<file path="src/rtl/lab_pkg.sv">
// Shared definitions for the lab access arbiter: reason codes, lab selects,
// FSM encoding and default occupancy limits.
package lab_pkg;

  // Response reason codes
  localparam logic [1:0] REASON_OK         = 2'b00;
  localparam logic [1:0] REASON_FULL       = 2'b01;
  localparam logic [1:0] REASON_RESTRICTED = 2'b10;
  localparam logic [1:0] REASON_EMPTY      = 2'b11;

  // Lab select values carried on req_lab
  localparam logic LAB_DIGITAL = 1'b0;
  localparam logic LAB_MERA    = 1'b1;

  // Default occupancy limits
  localparam int unsigned DEFAULT_CAPACITY   = 30;
  localparam int unsigned DEFAULT_FREE_LIMIT = 15;

  // Arbiter FSM: accept, evaluate, respond
  typedef enum logic [1:0] {
    StIdle = 2'd0,
    StEval = 2'd1,
    StResp = 2'd2
  } labState_t;

  // Parity of a 5-bit smart code (1 = odd number of ones)
  function automatic logic codeParity(input logic [4:0] code);
    return ^code;
  endfunction

endpackage

</file>
<file path="src/rtl/lab_access_arbiter_if.sv">
// Reader-side request/response bundle of the lab access arbiter.
interface lab_access_arbiter_if #(
  parameter int unsigned NUM_READERS = 4,
  parameter int unsigned IDX_W       = 2
);

  logic [NUM_READERS-1:0]   req_valid;
  logic [NUM_READERS-1:0]   req_ready;
  logic [NUM_READERS-1:0]   req_lab;
  logic [NUM_READERS-1:0]   req_enter;
  logic [5*NUM_READERS-1:0] req_code;
  logic                     resp_valid;
  logic [IDX_W-1:0]         resp_reader;
  logic                     resp_grant;
  logic [1:0]               resp_reason;

  // Reader front-ends
  modport master (
    output req_valid, req_lab, req_enter, req_code,
    input  req_ready, resp_valid, resp_reader, resp_grant, resp_reason
  );

  // Arbiter
  modport slave (
    input  req_valid, req_lab, req_enter, req_code,
    output req_ready, resp_valid, resp_reader, resp_grant, resp_reason
  );

endinterface

</file>
<file path="src/rtl/rr_arbiter.sv">
// Round-robin arbiter: picks the first set request scanning upward (with wrap)
// from the slot after ptr.
module rr_arbiter #(
  parameter int unsigned N  = 4,
  parameter int unsigned IW = 2
) (
  input  logic [N-1:0]  req,
  input  logic [IW-1:0] ptr,
  output logic [N-1:0]  gnt,
  output logic [IW-1:0] gntIdx,
  output logic          anyValid
);

  logic [IW-1:0] cand;

  // Scan ptr+1 .. ptr+N modulo N and keep the first requester found
  always_comb begin
    gnt      = '0;
    gntIdx   = '0;
    anyValid = 1'b0;
    cand     = '0;
    for (int unsigned i = 1; i <= N; i++) begin
      cand = IW'((32'(ptr) + i) % N);
      if (!anyValid && req[cand]) begin
        anyValid  = 1'b1;
        gnt[cand] = 1'b1;
        gntIdx    = cand;
      end
    end
  end

endmodule

</file>
<file path="src/rtl/lab_access_arbiter.sv">
// Shares the Mera and Digital occupancy counters among the door readers.
// One request is accepted at a time, evaluated against capacity / parity /
// empty rules, committed, and answered two cycles after acceptance.
module lab_access_arbiter
  import lab_pkg::*;
#(
  parameter int unsigned NUM_READERS = 4,
  parameter int unsigned CAPACITY    = DEFAULT_CAPACITY,
  parameter int unsigned FREE_LIMIT  = DEFAULT_FREE_LIMIT,
  parameter int unsigned CNT_W       = 6,
  parameter int unsigned IDX_W       = 2
) (
  input  logic             CLK,
  input  logic             RSTN,
  lab_access_arbiter_if.slave bus,
  output logic [CNT_W-1:0] numMera,
  output logic [CNT_W-1:0] numDigital,
  output logic             fullMera,
  output logic             emptyMera,
  output logic             fullDigital,
  output logic             emptyDigital
);

  localparam logic [CNT_W-1:0] CapCnt  = CNT_W'(CAPACITY);
  localparam logic [CNT_W-1:0] FreeCnt = CNT_W'(FREE_LIMIT);

  labState_t stateQ, stateD;

  logic [IDX_W-1:0]       ptrQ;
  logic [IDX_W-1:0]       selIdxQ;
  logic                   selLabQ;
  logic                   selEnterQ;
  logic [4:0]             selCodeQ;
  logic [IDX_W-1:0]       respReaderQ;
  logic                   respGrantQ;
  logic [1:0]             respReasonQ;
  logic [CNT_W-1:0]       meraQ;
  logic [CNT_W-1:0]       digitalQ;

  logic [NUM_READERS-1:0] arbGnt;
  logic [IDX_W-1:0]       arbIdx;
  logic                   arbAny;
  logic                   accept;
  logic                   winLab;
  logic                   winEnter;
  logic [4:0]             winCode;
  logic [CNT_W-1:0]       selCnt;
  logic                   evalGrant;
  logic [1:0]             evalReason;
  logic                   wantParity;

  rr_arbiter #(
    .N  (NUM_READERS),
    .IW (IDX_W)
  ) uArb (
    .req      (bus.req_valid),
    .ptr      (ptrQ),
    .gnt      (arbGnt),
    .gntIdx   (arbIdx),
    .anyValid (arbAny)
  );

  assign accept = (stateQ == StIdle) && arbAny;

  // Mux the winning reader's request fields
  always_comb begin
    winLab   = 1'b0;
    winEnter = 1'b0;
    winCode  = '0;
    for (int k = 0; k < int'(NUM_READERS); k++) begin
      if (arbGnt[k]) begin
        winLab   = bus.req_lab[k];
        winEnter = bus.req_enter[k];
        winCode  = bus.req_code[5*k +: 5];
      end
    end
  end

  // FSM state register
  always_ff @(posedge CLK or negedge RSTN) begin
    if (!RSTN) stateQ <= StIdle;
    else       stateQ <= stateD;
  end

  // FSM next state
  always_comb begin
    stateD = stateQ;
    unique case (stateQ)
      StIdle:  if (arbAny) stateD = StEval;
      StEval:  stateD = StResp;
      StResp:  stateD = StIdle;
      default: stateD = StIdle;
    endcase
  end

  // FSM outputs: ready only to the winner while idle, response strobe in RESP
  always_comb begin
    bus.req_ready  = '0;
    bus.resp_valid = 1'b0;
    if (stateQ == StIdle) bus.req_ready  = arbGnt;
    if (stateQ == StResp) bus.resp_valid = 1'b1;
  end

  // Capture the accepted request and advance the round-robin pointer
  always_ff @(posedge CLK or negedge RSTN) begin
    if (!RSTN) begin
      ptrQ      <= IDX_W'(NUM_READERS - 1);
      selIdxQ   <= '0;
      selLabQ   <= LAB_DIGITAL;
      selEnterQ <= 1'b0;
      selCodeQ  <= '0;
    end else if (accept) begin
      ptrQ      <= arbIdx;
      selIdxQ   <= arbIdx;
      selLabQ   <= winLab;
      selEnterQ <= winEnter;
      selCodeQ  <= winCode;
    end
  end

  assign selCnt = (selLabQ == LAB_MERA) ? meraQ : digitalQ;
  // Above the free limit Mera admits even codes and Digital admits odd codes
  assign wantParity = (selLabQ == LAB_DIGITAL);

  // Entry / exit rule evaluation on the selected lab
  always_comb begin
    evalGrant  = 1'b0;
    evalReason = REASON_OK;
    if (selEnterQ) begin
      if (selCnt == CapCnt) begin
        evalReason = REASON_FULL;
      end else if (selCnt < FreeCnt) begin
        evalGrant = 1'b1;
      end else if (codeParity(selCodeQ) == wantParity) begin
        evalGrant = 1'b1;
      end else begin
        evalReason = REASON_RESTRICTED;
      end
    end else begin
      if (selCnt == '0) evalReason = REASON_EMPTY;
      else              evalGrant  = 1'b1;
    end
  end

  // Register the response at the end of EVAL; fields hold afterwards
  always_ff @(posedge CLK or negedge RSTN) begin
    if (!RSTN) begin
      respReaderQ <= '0;
      respGrantQ  <= 1'b0;
      respReasonQ <= REASON_OK;
    end else if (stateQ == StEval) begin
      respReaderQ <= selIdxQ;
      respGrantQ  <= evalGrant;
      respReasonQ <= evalReason;
    end
  end

  assign bus.resp_reader = respReaderQ;
  assign bus.resp_grant  = respGrantQ;
  assign bus.resp_reason = respReasonQ;

  // Mera occupancy update on a granted Mera request
  always_ff @(posedge CLK or negedge RSTN) begin
    if (!RSTN) begin
      meraQ <= '0;
    end else if ((stateQ == StEval) && evalGrant && (selLabQ == LAB_MERA)) begin
      meraQ <= selEnterQ ? meraQ + 1'b1 : meraQ - 1'b1;
    end
  end

  // Digital occupancy update on a granted Digital request
  always_ff @(posedge CLK or negedge RSTN) begin
    if (!RSTN) begin
      digitalQ <= '0;
    end else if ((stateQ == StEval) && evalGrant && (selLabQ == LAB_DIGITAL)) begin
      digitalQ <= selEnterQ ? digitalQ + 1'b1 : digitalQ - 1'b1;
    end
  end

  assign numMera      = meraQ;
  assign numDigital   = digitalQ;
  assign fullMera     = (meraQ == CapCnt);
  assign emptyMera    = (meraQ == '0);
  assign fullDigital  = (digitalQ == CapCnt);
  assign emptyDigital = (digitalQ == '0);

endmodule

</file>
<file path="src/flat_wrapper.sv">
// flat-port wrapper written by rule: the top's interface ports become plain ports
module lab_access_arbiter_flat import lab_pkg::*;
#(
  parameter int unsigned NUM_READERS = 4,
  parameter int unsigned CAPACITY    = DEFAULT_CAPACITY,
  parameter int unsigned FREE_LIMIT  = DEFAULT_FREE_LIMIT,
  parameter int unsigned CNT_W       = 6,
  parameter int unsigned IDX_W       = 2
)
  (CLK, RSTN, numMera, numDigital, fullMera, emptyMera, fullDigital, emptyDigital, bus_req_valid, bus_req_lab, bus_req_enter, bus_req_code, bus_req_ready, bus_resp_valid, bus_resp_reader, bus_resp_grant, bus_resp_reason);
  lab_access_arbiter_if #(.NUM_READERS(NUM_READERS), .IDX_W(IDX_W)) bus_i ();
  input  logic CLK;
  input  logic RSTN;
  output logic [CNT_W-1:0] numMera;
  output logic [CNT_W-1:0] numDigital;
  output logic fullMera;
  output logic emptyMera;
  output logic fullDigital;
  output logic emptyDigital;
  input wire logic [$bits(bus_i.req_valid)-1:0] bus_req_valid;
  input wire logic [$bits(bus_i.req_lab)-1:0] bus_req_lab;
  input wire logic [$bits(bus_i.req_enter)-1:0] bus_req_enter;
  input wire logic [$bits(bus_i.req_code)-1:0] bus_req_code;
  output wire logic [$bits(bus_i.req_ready)-1:0] bus_req_ready;
  output wire logic [$bits(bus_i.resp_valid)-1:0] bus_resp_valid;
  output wire logic [$bits(bus_i.resp_reader)-1:0] bus_resp_reader;
  output wire logic [$bits(bus_i.resp_grant)-1:0] bus_resp_grant;
  output wire logic [$bits(bus_i.resp_reason)-1:0] bus_resp_reason;
  assign bus_i.req_valid = bus_req_valid;
  assign bus_i.req_lab = bus_req_lab;
  assign bus_i.req_enter = bus_req_enter;
  assign bus_i.req_code = bus_req_code;
  assign bus_req_ready = bus_i.req_ready;
  assign bus_resp_valid = bus_i.resp_valid;
  assign bus_resp_reader = bus_i.resp_reader;
  assign bus_resp_grant = bus_i.resp_grant;
  assign bus_resp_reason = bus_i.resp_reason;
  lab_access_arbiter #(.NUM_READERS(NUM_READERS), .CAPACITY(CAPACITY), .FREE_LIMIT(FREE_LIMIT), .CNT_W(CNT_W), .IDX_W(IDX_W)) u_core (.CLK(CLK), .RSTN(RSTN), .bus(bus_i), .numMera(numMera), .numDigital(numDigital), .fullMera(fullMera), .emptyMera(emptyMera), .fullDigital(fullDigital), .emptyDigital(emptyDigital));
endmodule
</file>
<file path="config.mk">
export PLATFORM = sky130hd
export DESIGN_NAME = lab_access_arbiter_flat
export DESIGN_NICKNAME = d
export VERILOG_FILES = /design/src/rtl/lab_pkg.sv /design/src/rtl/lab_access_arbiter_if.sv /design/src/rtl/rr_arbiter.sv /design/src/rtl/lab_access_arbiter.sv /design/src/flat_wrapper.sv
export SDC_FILE = /design/constraint.sdc
export NUM_CORES = 1
export LEC_CHECK = 0
export ABC_AREA = 1
export ABC_CLOCK_PERIOD_IN_PS = 6330
export BUFFER_PORTS_ARGS = -buffer_cell sky130_fd_sc_hd__buf_2
export CORE_UTILIZATION = 58
export DETAILED_ROUTE_END_ITERATION = 12
export GPL_TIMING_DRIVEN = 0
export PLACE_DENSITY = 0.86
export SYNTH_ARGS = -nofsm -noshare
export SYNTH_HDL_FRONTEND = slang
export SYNTH_SLANG_ARGS = --single-unit
</file>
<file path="constraint.sdc">
create_clock -name CLK -period 6.33 [get_ports CLK]
set_clock_uncertainty 0.15 [all_clocks]
set_input_delay 0 -clock CLK [delete_from_list [all_inputs] [get_ports CLK]]
set_output_delay 0 -clock CLK [all_outputs]
set_load 0.02 [all_outputs]
</file>
==> impl_metrics.tcl <==
set metrics [dict create \
    synth.top_cell.area_share 0.2909 \
    hp-class "in2async" \
    num_rows 23 \
    antenna_found_initial 0 \
    gp_congestion 0.8801 \
    synth-seq-area-share 0.3127 \
    clk_latency_ns 0.28 \
    grtUsageTotal 0.2749 \
    drt_pass1_iterations 4 \
    criticalPathCategory "reg2reg" \
    wl_per_cell_um 12.24 \
    portBuffers 59 \
    wl_mm 5.558 \
    post_cts.repair.setup_buffers 0 \
    synth-edff-count 0 \
    die_y_um 66.44 \
    dieArea_um2 4414 \
    synth_flop_cell "dfrtp_1" \
    syn_area_um2 2409 \
    start_util 0.6021 \
    syn_avg_cell_area_um2 7.480 \
    utilization 0.7566 \
    final_layout_size_suffix_gt1_frac 0.2550 \
    dr.first_iter.drc_count 186 \
    ff2ff_path_depth 14 \
    maxSlewViolCount 0 \
    start_kind "flop" \
    htreeDepth 2 \
    max_freq_mhz 315.9 \
    synth.net_count 374 \
    syn_inst 322 \
    cp_max_fo 10 \
    yosys.area.top_type "dfrtp_1" \
    ios 60 \
    outcome "finished clean" \
    period_minus_slack_ns 3.166 \
    drtAntennaViolNets 0 \
    ys_types 35 \
    syn2layout_area_growth_pct 25.66 \
    crit_path_end_kind "flop" \
    final.setup.worst_slack_ns 3.164 \
    rsz0062_at_grt "false" \
    yosys-top-cells-count "nand2_1 (78), inv_1 (37), a21oi_1 (31)" \
    finalCritPeriodShare 0.5001 \
    cts_buffers 5 \
    yosysWarnings 0 \
    nFillCells 297 \
    setup_violations 0 \
    synth-seq-cells 30 \
    slew_headroom 0.5500 \
    fin_tns_setup_ns 0 \
    vias 2421 \
    grt.overflow.total 0 \
    drcViolationCount 0 \
    worstMarginPinSlew_ns 0.6751 \
    cp.arrival_ns 3.19 \
    grt_pass1_wl_mm 9.363 \
    regArea_um2 753.2 \
    nNetsFinal 455 \
    async_flop_share 1.000 \
    multi_input_area_um2 1455 \
    grt_pass1_vias 2273 \
    synth_area_leaders "dfrtp_1 (29%), nand2_1 (12%), ha_1 (8.3%), a21oi_1 (6.4%), inv_1 (5.8%)" \
    synth.most_common_cell "nand2_1" \
    hold_viol_final 0 \
    diodes 0 \
    root_buffer "clkbuf_8" \
    max-cap-violations 0 \
    grt_max_degree 31 \
    dp_hpwl_mm 4.115 \
    die_w_um 66.44 \
    clock_sinks 30 \
    required_ns 6.35 \
    core_um2 4000 \
    place_ws_ns 3.756 \
    drt-vias-per-instance 5.333 \
    path_clk_slew_ns 0.07 \
    cts_tree "done" \
    cts_max_path_buffers 2 \
]
## cell families after synthesis
family,share of synthesized area
flops,0.3127
xor+xnor,0.06182
simple gates,0.2842
buf+inv,0.08311
fa+ha+maj,0.09974
compound gates,0.1584
## final timing paths
check                                           from                   endpoint  slack [ns]
max                                   u_core.ptrQ[1]           u_core.selEnterQ        3.16
min                                             RSTN  u_core.bus.resp_reason[0]        0.15
max reg2reg                           u_core.ptrQ[1]           u_core.selEnterQ        3.16
min reg2reg                u_core.bus.resp_reader[0]  u_core.bus.resp_reader[0]        0.34
max in group asynchronous                       RSTN           u_core.stateQ[1]        5.45
min in group CLK                    bus_req_valid[3]          u_core.selIdxQ[1]        0.23
## registers in the layout, summed over array words and instances, names as in the netlist
signal                  count
u_core.numDigital           6
u_core.bus.resp_grant       1
u_core.selIdxQ              2
u_core.ptrQ                 2
u_core.selLabQ              1
u_core.stateQ               2
u_core.selEnterQ            1
u_core.bus.resp_reader      2
u_core.numMera              6
u_core.selCodeQ             5
u_core.bus.resp_reason      2
## layout by cell type (no fill, tap or decap), drive strengths merged, types with 2 or more instances in the layout
cell type,Yosys,final
buf,6,65
nand2,85,85
clkbuf,1,7
nor3,5,5
fa,2,2
xor2,14,14
a21boi,3,3
nand3,27,27
dlygate4sd3,0,15
o21ai,22,22
dfrtp,28,28
inv,40,40
a21oi,37,37
nor2,18,18
xnor2,3,3
nand4,8,8
ha,16,16
dfstp,2,2
## through the flow
step | cells | hold slack, ns | instance area, µm²
floorplan | 322 | -0.4456 | 2409
global placement | 431 | -0.09139 | 2766
detailed placement | 431 | -0.07796 | 2766
CTS | 454 | 0.1577 | 3027
global route | 454 | 0.2054 | 3027
finish | 454 | 0.1526 | 3027
## per-layer routing
layer,wire length (µm),track usage
met3,292,0.04310
met1,2362,0.3233
met4,51,0.06915
met5,0,0
met2,2852,0.5128
## cell type report
cell class,count,area share
well taps,50,0.02067
flip-flops and latches,30,0.2489
multi-input cells,245,0.4808
plain buffers,7,0.01654
inverters,40,0.04961
clock inverters,2,0.01240
repair buffers,74,0.1472
clock buffers,6,0.02398
## worst max-delay path: stages, from the launching register on
cell and delay [ns]:
dfstp_2 0.63, inv_1 0.19, ha_1 0.36, inv_1 0.11, nand2_2 0.08, nand2_4 0.11, nor2_4 0.07, a21boi_2 0.13
nand3_2 0.14, buf_6 0.18, a21oi_1 0.12, nand2_1 0.07, nand2_1 0.10, a21oi_2 0.05, dlygate4sd3_1 0.55
## timing repair
item	4_1_cts	5_1_grt
hold buffers	15	0
gates resized for setup	0	0
endpoints found under the hold margin	35	0
Power is left out: the tool's default activity adds up to more than one toggle a clock period on the data nets, which glitch-free logic cannot reach.
